==> src/rtl/tow_pkg.sv <==
// Shared types and constants for the tug-of-war playfield.
// Winner codes match the two-bit indicator field seen by the display stage.
package tow_pkg;

   typedef enum logic [1:0] {
      PLAY  = 2'd0,
      WIN_L = 2'd1,
      WIN_R = 2'd2,
      OVER  = 2'd3
   } state_t;

   localparam logic [1:0] WIN_NONE  = 2'b00;
   localparam logic [1:0] WIN_LEFT  = 2'b01;
   localparam logic [1:0] WIN_RIGHT = 2'b10;

   localparam int unsigned SCORE_W = 3;

endpackage

==> src/rtl/tow_score.sv <==
// Per-player score: saturating up-counter that stops at SCORE_MAX.
module tow_score
   import tow_pkg::*;
#(
   parameter int unsigned SCORE_MAX = 7
) (
   input  logic               clk,
   input  logic               reset,
   input  logic               i_inc,
   output logic [SCORE_W-1:0] o_score
);

   localparam logic [SCORE_W-1:0] SCORE_TOP = SCORE_W'(SCORE_MAX);

   logic [SCORE_W-1:0] r_score;

   always_ff @(posedge clk or negedge reset) begin
      if (!reset) begin
         r_score <= '0;
      end else if (i_inc && (r_score != SCORE_TOP)) begin
         r_score <= r_score + SCORE_W'(1);
      end
   end

   assign o_score = r_score;

endmodule

==> src/rtl/tow_field.sv <==
// Tug-of-war playfield: moves one lit position on press pulses, detects
// round wins off either edge, holds the win display, then restarts or ends.
module tow_field
   import tow_pkg::*;
#(
   parameter int unsigned N_LIGHTS    = 9,
   parameter int unsigned HOLD_CYCLES = 4,
   parameter int unsigned SCORE_MAX   = 7
) (
   input  logic                clk,
   input  logic                reset,
   input  logic                l_press,
   input  logic                r_press,
   output logic [N_LIGHTS-1:0] leds,
   output logic [1:0]          winner,
   output logic [SCORE_W-1:0]  score_l,
   output logic [SCORE_W-1:0]  score_r,
   output logic                game_over
);

   localparam int unsigned POS_W  = $clog2(N_LIGHTS);
   localparam int unsigned HOLD_W = (HOLD_CYCLES > 1) ? $clog2(HOLD_CYCLES) : 1;

   localparam logic [POS_W-1:0]   POS_CENTRE = POS_W'(N_LIGHTS / 2);
   localparam logic [POS_W-1:0]   POS_LAST   = POS_W'(N_LIGHTS - 1);
   localparam logic [HOLD_W-1:0]  HOLD_LAST  = HOLD_W'(HOLD_CYCLES - 1);
   localparam logic [SCORE_W-1:0] SCORE_TOP  = SCORE_W'(SCORE_MAX);

   state_t              r_state,     w_state_nx;
   logic [POS_W-1:0]    r_pos,       w_pos_nx;
   logic [HOLD_W-1:0]   r_hold,      w_hold_nx;
   logic [1:0]          r_winner,    w_winner_nx;
   logic                r_game_over, w_game_over_nx;
   logic                w_inc_l, w_inc_r;
   logic                w_mv_l, w_mv_r;
   logic                w_winner_max;
   logic [N_LIGHTS-1:0] w_leds;

   // Simultaneous presses cancel, so only an exclusive press moves the light.
   assign w_mv_l = l_press & ~r_press;
   assign w_mv_r = r_press & ~l_press;

   // Scores are already updated on the win edge, so the hold can read them.
   assign w_winner_max = (r_state == WIN_L) ? (score_l == SCORE_TOP)
                                            : (score_r == SCORE_TOP);

   always_ff @(posedge clk or negedge reset) begin
      if (!reset) begin
         r_state     <= PLAY;
         r_pos       <= POS_CENTRE;
         r_hold      <= '0;
         r_winner    <= WIN_NONE;
         r_game_over <= 1'b0;
      end else begin
         r_state     <= w_state_nx;
         r_pos       <= w_pos_nx;
         r_hold      <= w_hold_nx;
         r_winner    <= w_winner_nx;
         r_game_over <= w_game_over_nx;
      end
   end

   always_comb begin
      w_state_nx     = r_state;
      w_pos_nx       = r_pos;
      w_hold_nx      = r_hold;
      w_winner_nx    = r_winner;
      w_game_over_nx = r_game_over;
      w_inc_l        = 1'b0;
      w_inc_r        = 1'b0;
      case (r_state)
         PLAY: begin
            if (w_mv_l) begin
               if (r_pos == POS_LAST) begin
                  w_state_nx  = WIN_L;
                  w_winner_nx = WIN_LEFT;
                  w_inc_l     = 1'b1;
                  w_hold_nx   = '0;
               end else begin
                  w_pos_nx = r_pos + POS_W'(1);
               end
            end else if (w_mv_r) begin
               if (r_pos == '0) begin
                  w_state_nx  = WIN_R;
                  w_winner_nx = WIN_RIGHT;
                  w_inc_r     = 1'b1;
                  w_hold_nx   = '0;
               end else begin
                  w_pos_nx = r_pos - POS_W'(1);
               end
            end
         end
         WIN_L, WIN_R: begin
            if (r_hold == HOLD_LAST) begin
               w_hold_nx = '0;
               if (w_winner_max) begin
                  w_state_nx     = OVER;
                  w_game_over_nx = 1'b1;
               end else begin
                  w_state_nx  = PLAY;
                  w_pos_nx    = POS_CENTRE;
                  w_winner_nx = WIN_NONE;
               end
            end else begin
               w_hold_nx = r_hold + HOLD_W'(1);
            end
         end
         OVER: begin
         end
      endcase
   end

   always_comb begin
      w_leds = '0;
      if (r_state == PLAY) begin
         w_leds[r_pos] = 1'b1;
      end
   end

   tow_score #(.SCORE_MAX(SCORE_MAX)) u_score_l (
      .clk     (clk),
      .reset   (reset),
      .i_inc   (w_inc_l),
      .o_score (score_l)
   );

   tow_score #(.SCORE_MAX(SCORE_MAX)) u_score_r (
      .clk     (clk),
      .reset   (reset),
      .i_inc   (w_inc_r),
      .o_score (score_r)
   );

   assign leds      = w_leds;
   assign winner    = r_winner;
   assign game_over = r_game_over;

endmodule

==> config.mk <==
export PLATFORM = sky130hd
export DESIGN_NAME = tow_field
export DESIGN_NICKNAME = d
export VERILOG_FILES = /design/src/rtl/tow_pkg.sv /design/src/rtl/tow_score.sv /design/src/rtl/tow_field.sv
export SDC_FILE = /design/constraint.sdc
export NUM_CORES = 1
export LEC_CHECK = 0
export BUFFER_PORTS_ARGS = -buffer_cell sky130_fd_sc_hd__buf_2
export CORE_UTILIZATION = 49
export DETAILED_ROUTE_END_ITERATION = 7
export PLACE_DENSITY = 0.77
export SETUP_SLACK_MARGIN = 0.1
export SYNTH_ARGS = -nofsm -noshare
export SYNTH_HDL_FRONTEND = slang
export SYNTH_SLANG_ARGS = --single-unit
export TNS_END_PERCENT = 10
==> constraint.sdc <==
create_clock -name clk -period 1.89 [get_ports clk]
set_clock_uncertainty 0.1 [all_clocks]
set_input_delay 0.0945 -clock clk [delete_from_list [all_inputs] [get_ports clk]]
set_output_delay 0.0945 -clock clk [all_outputs]
set_load 0.01 [all_outputs]
======== After elaboration in Yosys (flattened, before gate mapping) ========
Cells that the tools add are included.
operators by class
  bitwise logic cells ..................... 4
  add/subtract/negate cells ............... 5
  order comparisons ....................... 2
  reductions and logical operators ........ 12
  equality and inequality tests ........... 15
  muxes and demuxes ....................... 34
operators with widths
  operator                                                                              count
  2-bit 2-to-1 mux                                                                      13
  4-bit 2-to-1 mux                                                                      6
  3-bit inequality test (second input constant)                                         7
  2-bit case mux with 2 select lines                                                    3
  6-bit AND reduction                                                                   2
  1-bit 2-to-1 mux                                                                      9
  9-bit 2-to-1 mux                                                                      1
  4-bit case mux with 2 select lines                                                    1
  3-bit by 1-bit adder with 3-bit output (second input constant)                        2
  3-bit == test (second input constant)                                                 2
  4-bit by 5-bit less-than comparator with 1-bit output (second input constant)         1
  5-bit AND reduction                                                                   1
  4-bit by 1-bit adder with 4-bit output (second input constant)                        1
  1-bit demux with 4-bit select                                                         1
  2-bit == test (second input constant)                                                 2
  4-bit == test (second input constant)                                                 1
  4-bit by 1-bit greater-or-equal comparator with 1-bit output (second input constant)  1
  4-bit zero test                                                                       1
  2-bit inequality test (second input constant)                                         2
  4-bit AND reduction                                                                   1
  4-bit by 1-bit subtractor with 4-bit output (second input constant)                   1
  1-bit logical AND                                                                     3
  3-bit AND reduction                                                                   1
  2-bit by 1-bit adder with 2-bit output (second input constant)                        1
  other kinds (6)                                                                       8
word-level totals
  register bits after elaboration ......... 17
  output and inout bits ................... 18

======== Longest topological paths before layout ========
  depth after elaboration ................. 6
  mapped depth ............................ 8
  gate-level depth less buffers ........... 7

======== By module ========
A second synthesis with hierarchy kept.
unflattened totals
  cell total of the unflattened synthesis .. 122
  area, all modules ....................... 1236.2 um^2
modules (own cells, without submodules)
  module     area an instance (um^2)  seq. area each (um^2)  cells an instance  times used
  tow_field  930.9                    276.5                  104                1
  tow_score  152.6                    75.1                   9                  2

======== Least setup slack after synthesis ========
No wires, ideal clock.
  path type ............................... register -> register
  start ................................... reg r_state[0]
  end ..................................... reg r_pos[1]
  path slack .............................. -0.178 ns
  required time ........................... 1.665 ns
  arrival time ............................ 1.843 ns
  cell stages (with the launch flop) ...... 8
  cell sequence ........................... dfrtp_1 inv_1 ha_1 buf_2 nand2b_1 o211ai_1 nor4_2 mux2_4
between the ends
  cells in the longest elaborated chain, start to end .. 4
  elaborated cells between the ends (all ways) .. 13
  those cells by class .................... eq/ne (7); mux (2); reduce/logical (4)
RTL lines
  element                                                                           line                              text
  from (decl)                                                                       tow_field.sv:29                   state_t r_state, w_state_nx;
  from (signal assigned)                                                            tow_field.sv:55                   r_state <= w_state_nx;
  2-bit by 1-bit == test with 1-bit output / 2-bit == test (equally long branches)  tow_field.sv:44, tow_field.sv:71
  1-bit 2-to-1 mux / 2-bit OR reduction (equally long branches)                     tow_field.sv:44, tow_field.sv:71
  2-bit inequality test (no line) / 2-bit nonzero test (equally long branches)      n/a
  6-bit AND reduction (no line)                                                     n/a
  to (signal assigned)                                                              tow_field.sv:56                   r_pos <= w_pos_nx;
  to (decl)                                                                         tow_field.sv:30                   logic [POS_W-1:0] r_pos, w_pos_nx;
Parallel ways exist; a longest one is shown, timed or not.
A chain may end at the register's enable or synchronous reset.

======== Worst setup path after layout ========
  start ................................... reg r_state[0]
  end ..................................... reg u_score_l.r_score[2], in the netlist u_score_l.o_score[2]
between the ends
  cells in the longest elaborated chain, start to end .. 3
RTL lines
  element               line             text
  2-bit zero test       tow_field.sv:71  case (r_state)
  1-bit 2-to-1 mux      tow_field.sv:71
  1-bit logical AND     tow_score.sv:20  end else if (i_inc && (r_score != SCORE_TOP)) begin
  to (signal assigned)  tow_score.sv:21  r_score <= r_score + SCORE_W'(1);
  to (decl)             tow_score.sv:15  logic [SCORE_W-1:0] r_score;
No other way between the ends.

==> flow_summary.ini <==
[synth]
synth_common_cells = dfrtp_1 (16), ha_1 (12), inv_1 (9)
async_reset_ff_frac = 1.00
synth.top_cell.area_share = 0.335
syn_area_um2 = 1200
synth_nets = 130
ys_types = 42
ys.flop_type = dfrtp_1
ys_seq_area_frac = 0.357
synth_edf_count = 0
yosys_warnings = 0
synth.area.top_cells = dfrtp_1 (33%), ha_1 (13%), mux2_4 (3.8%)
syn_inst = 114
yosysMostFrequentCell = dfrtp_1
yosysTopAreaCell = dfrtp_1
postSynthAreaPerCell_um2 = 10.5
synth-seq-cells = 17

[timing]
worstMarginPinSlew_ns = 0.412
final.setup.worst_slack_ns = -0.129
max_freq_mhz = 495
period_share = 1.07
hold_slack_ns = 0.138
finalSetupViolCount = 14
rsz0062_at_grt = yes
slew_viol_final = 0
maxSlewHeadroom = 0.724
tns_ns = -0.997
hold_viol = 0
min_period_ns = 2.02

[run_status]
status = finished with violations
violations = negative setup slack

[global_route]
grt_pass1_vias = 1113
grt_overflow = 0
grt_pass1_wl_um = 4930
track_usage = 0.257
antenna_found_initial = 0
grt_start_max_net_pins = 18

[final_layout]
final_layout_size_suffix_gt1_frac = 0.474
syn_to_final_growth_pct = 33.9
finish.utilization = 0.710
fin_cells = 182
layout.nets = 171
diodes = 0
postLayoutCellArea_um2 = 1600

[die]
io_pins = 22
die_area_um2 = 2640
fp.dieH_um = 51.4
core_area_um2 = 2250
num_rows = 17
initial_core_util = 0.531
die_w_um = 51.4

[setup_path]
cp_top_family = simple AND/OR/NAND/NOR gates
worstPathArrival_ns = 2.12
timing.critical_path.buf_inv = 1
cpPeakStageDelay_ns = 0.45
r2r_cells = 5
path_cells = inv_2 -> ha_4 -> or3b_4 -> nor4_4 -> mux2_4
slowest_stage = or3b_4
worstSetupPathDepth = 5
startpoint = r_state[0]
r2r_start = r_state[0]
crit_fanout = 4
cp-start-kind = flop
regToRegSetupSlack_ns = -0.13
critPathKind = reg2reg
required_ns = 1.99
crit_path_end_kind = flop

[detailed_routing]
wl_met2_um = 1770
routedWlPerCell_um = 17.5
via_count = 1069
drtIter0Drc = 22
antenna_left = 0
first_pass_iters = 4
wl_met3_um = 111
vias_per_cell = 5.87
drc = 0
wl_met1_um = 1230
drt_wl_total_um = 3180
top_layer = met4

[place]
place_ws_ns = -0.208
io_buffers = 21
place.gp.congestion = 0.946
dpl_cell_area_um2 = 1450
placedCellCount = 176
dp_hpwl_um = 2380

[clocking]
max-clock-path-buffers = 2
cts_buffers = 3
cts.clk_slew.worst_paths_ns = 0.10
htreeDepth = 1
root_buffer = clkbuf_4
clock_latency_ns = 0.31
tritoncts = done
clock_sinks = 17

[min_path]
min_path_type = in2async

[power_and_ir_drop]
p_per_area_nw_per_um2 = 389
peakVddDrop_v = 0.000472
finalPower_mw = 0.623
power_leakage_nw = 0.811

[run]
cap_viol_max_count = 0
-- routing by layer --
layer	track usage	up-vias
li1	-	494
met1	0.280	535
met2	0.487	34
met3	0.0357	6
met4	0.104	0
met5	0	-
-- state kept, by name, indices dropped and copies added, names as in the netlist --
name	cells
game_over	1
r_hold	2
r_pos	4
r_state	2
u_score_l.o_score	3
u_score_r.o_score	3
winner	2
-- worst reg2reg max path: stages (launching register included) --
cell and delay, ns:
dfrtp_1 0.42, inv_2 0.09, ha_4 0.13, or3b_4 0.45, nor4_4 0.37, mux2_4 0.35
-- worst paths after layout --
check,endpoint
worst max-delay path,u_score_l.o_score[2]
worst max register to register,u_score_l.o_score[2]
worst min register to register,game_over
worst min-delay path,r_hold[0]
min in group clk,r_pos[3]
max in group asynchronous,r_pos[2]
-- final cells by class --
cell class,count,area [µm²]
Multi-Input combinational cell,81,785
Fill cell,156,653
Sequential cell,17,427
Timing Repair Buffer,43,295
Tap cell,28,35.0
Inverter,9,33.8
Clock buffer,4,26.3
-- cells by family after synthesis --
logic type               after synthesis  share of synthesized area
XOR/XNOR                               5                     0.0366
flip-flops                            17                      0.357
multiplexers                           8                     0.0826
AND/OR/NAND/NOR                       35                      0.196
buffers and inverters                 16                     0.0701
AO/OA/AOI/OAI                         21                      0.133
adder cells (fa/ha/maj)               12                      0.126
-- layout by cell type (no fill, tap or decap), types with 2 or more instances in the layout --
master / instances
buf_2: 20
buf_4: 19
dfrtp_1: 16
ha_1: 10
inv_1: 6
nand2_1: 6
nor2_1: 6
mux2_4: 5
o31ai_1: 4
inv_2: 3
xnor2_1: 3
a21oi_1: 3
clkbuf_4: 3
nor3_1: 2
nand2b_1: 2
o211ai_1: 2
xor2_1: 2
nor3_4: 2
nor4_4: 2
nor2b_1: 2
mux2i_1: 2
buf_6: 2
-- timing repair --
action | 4_1_cts | 5_1_grt
hold buffers | 1 | 0
buffers inserted | 2 | 0
pin swaps | 3 | 3
resized for setup | 13 | 13
hold endpoints to repair | 17 | 0
setup endpoints to repair | 19 | 19
-- power breakdown --
group          total [mW]  switching (mW)  internal [mW]
registers           0.366         0.00155          0.365
logic              0.0464          0.0301         0.0164
clock network       0.210           0.127         0.0825
total               0.623           0.159          0.464
Note: power is estimated with default switching activity, not from simulation.
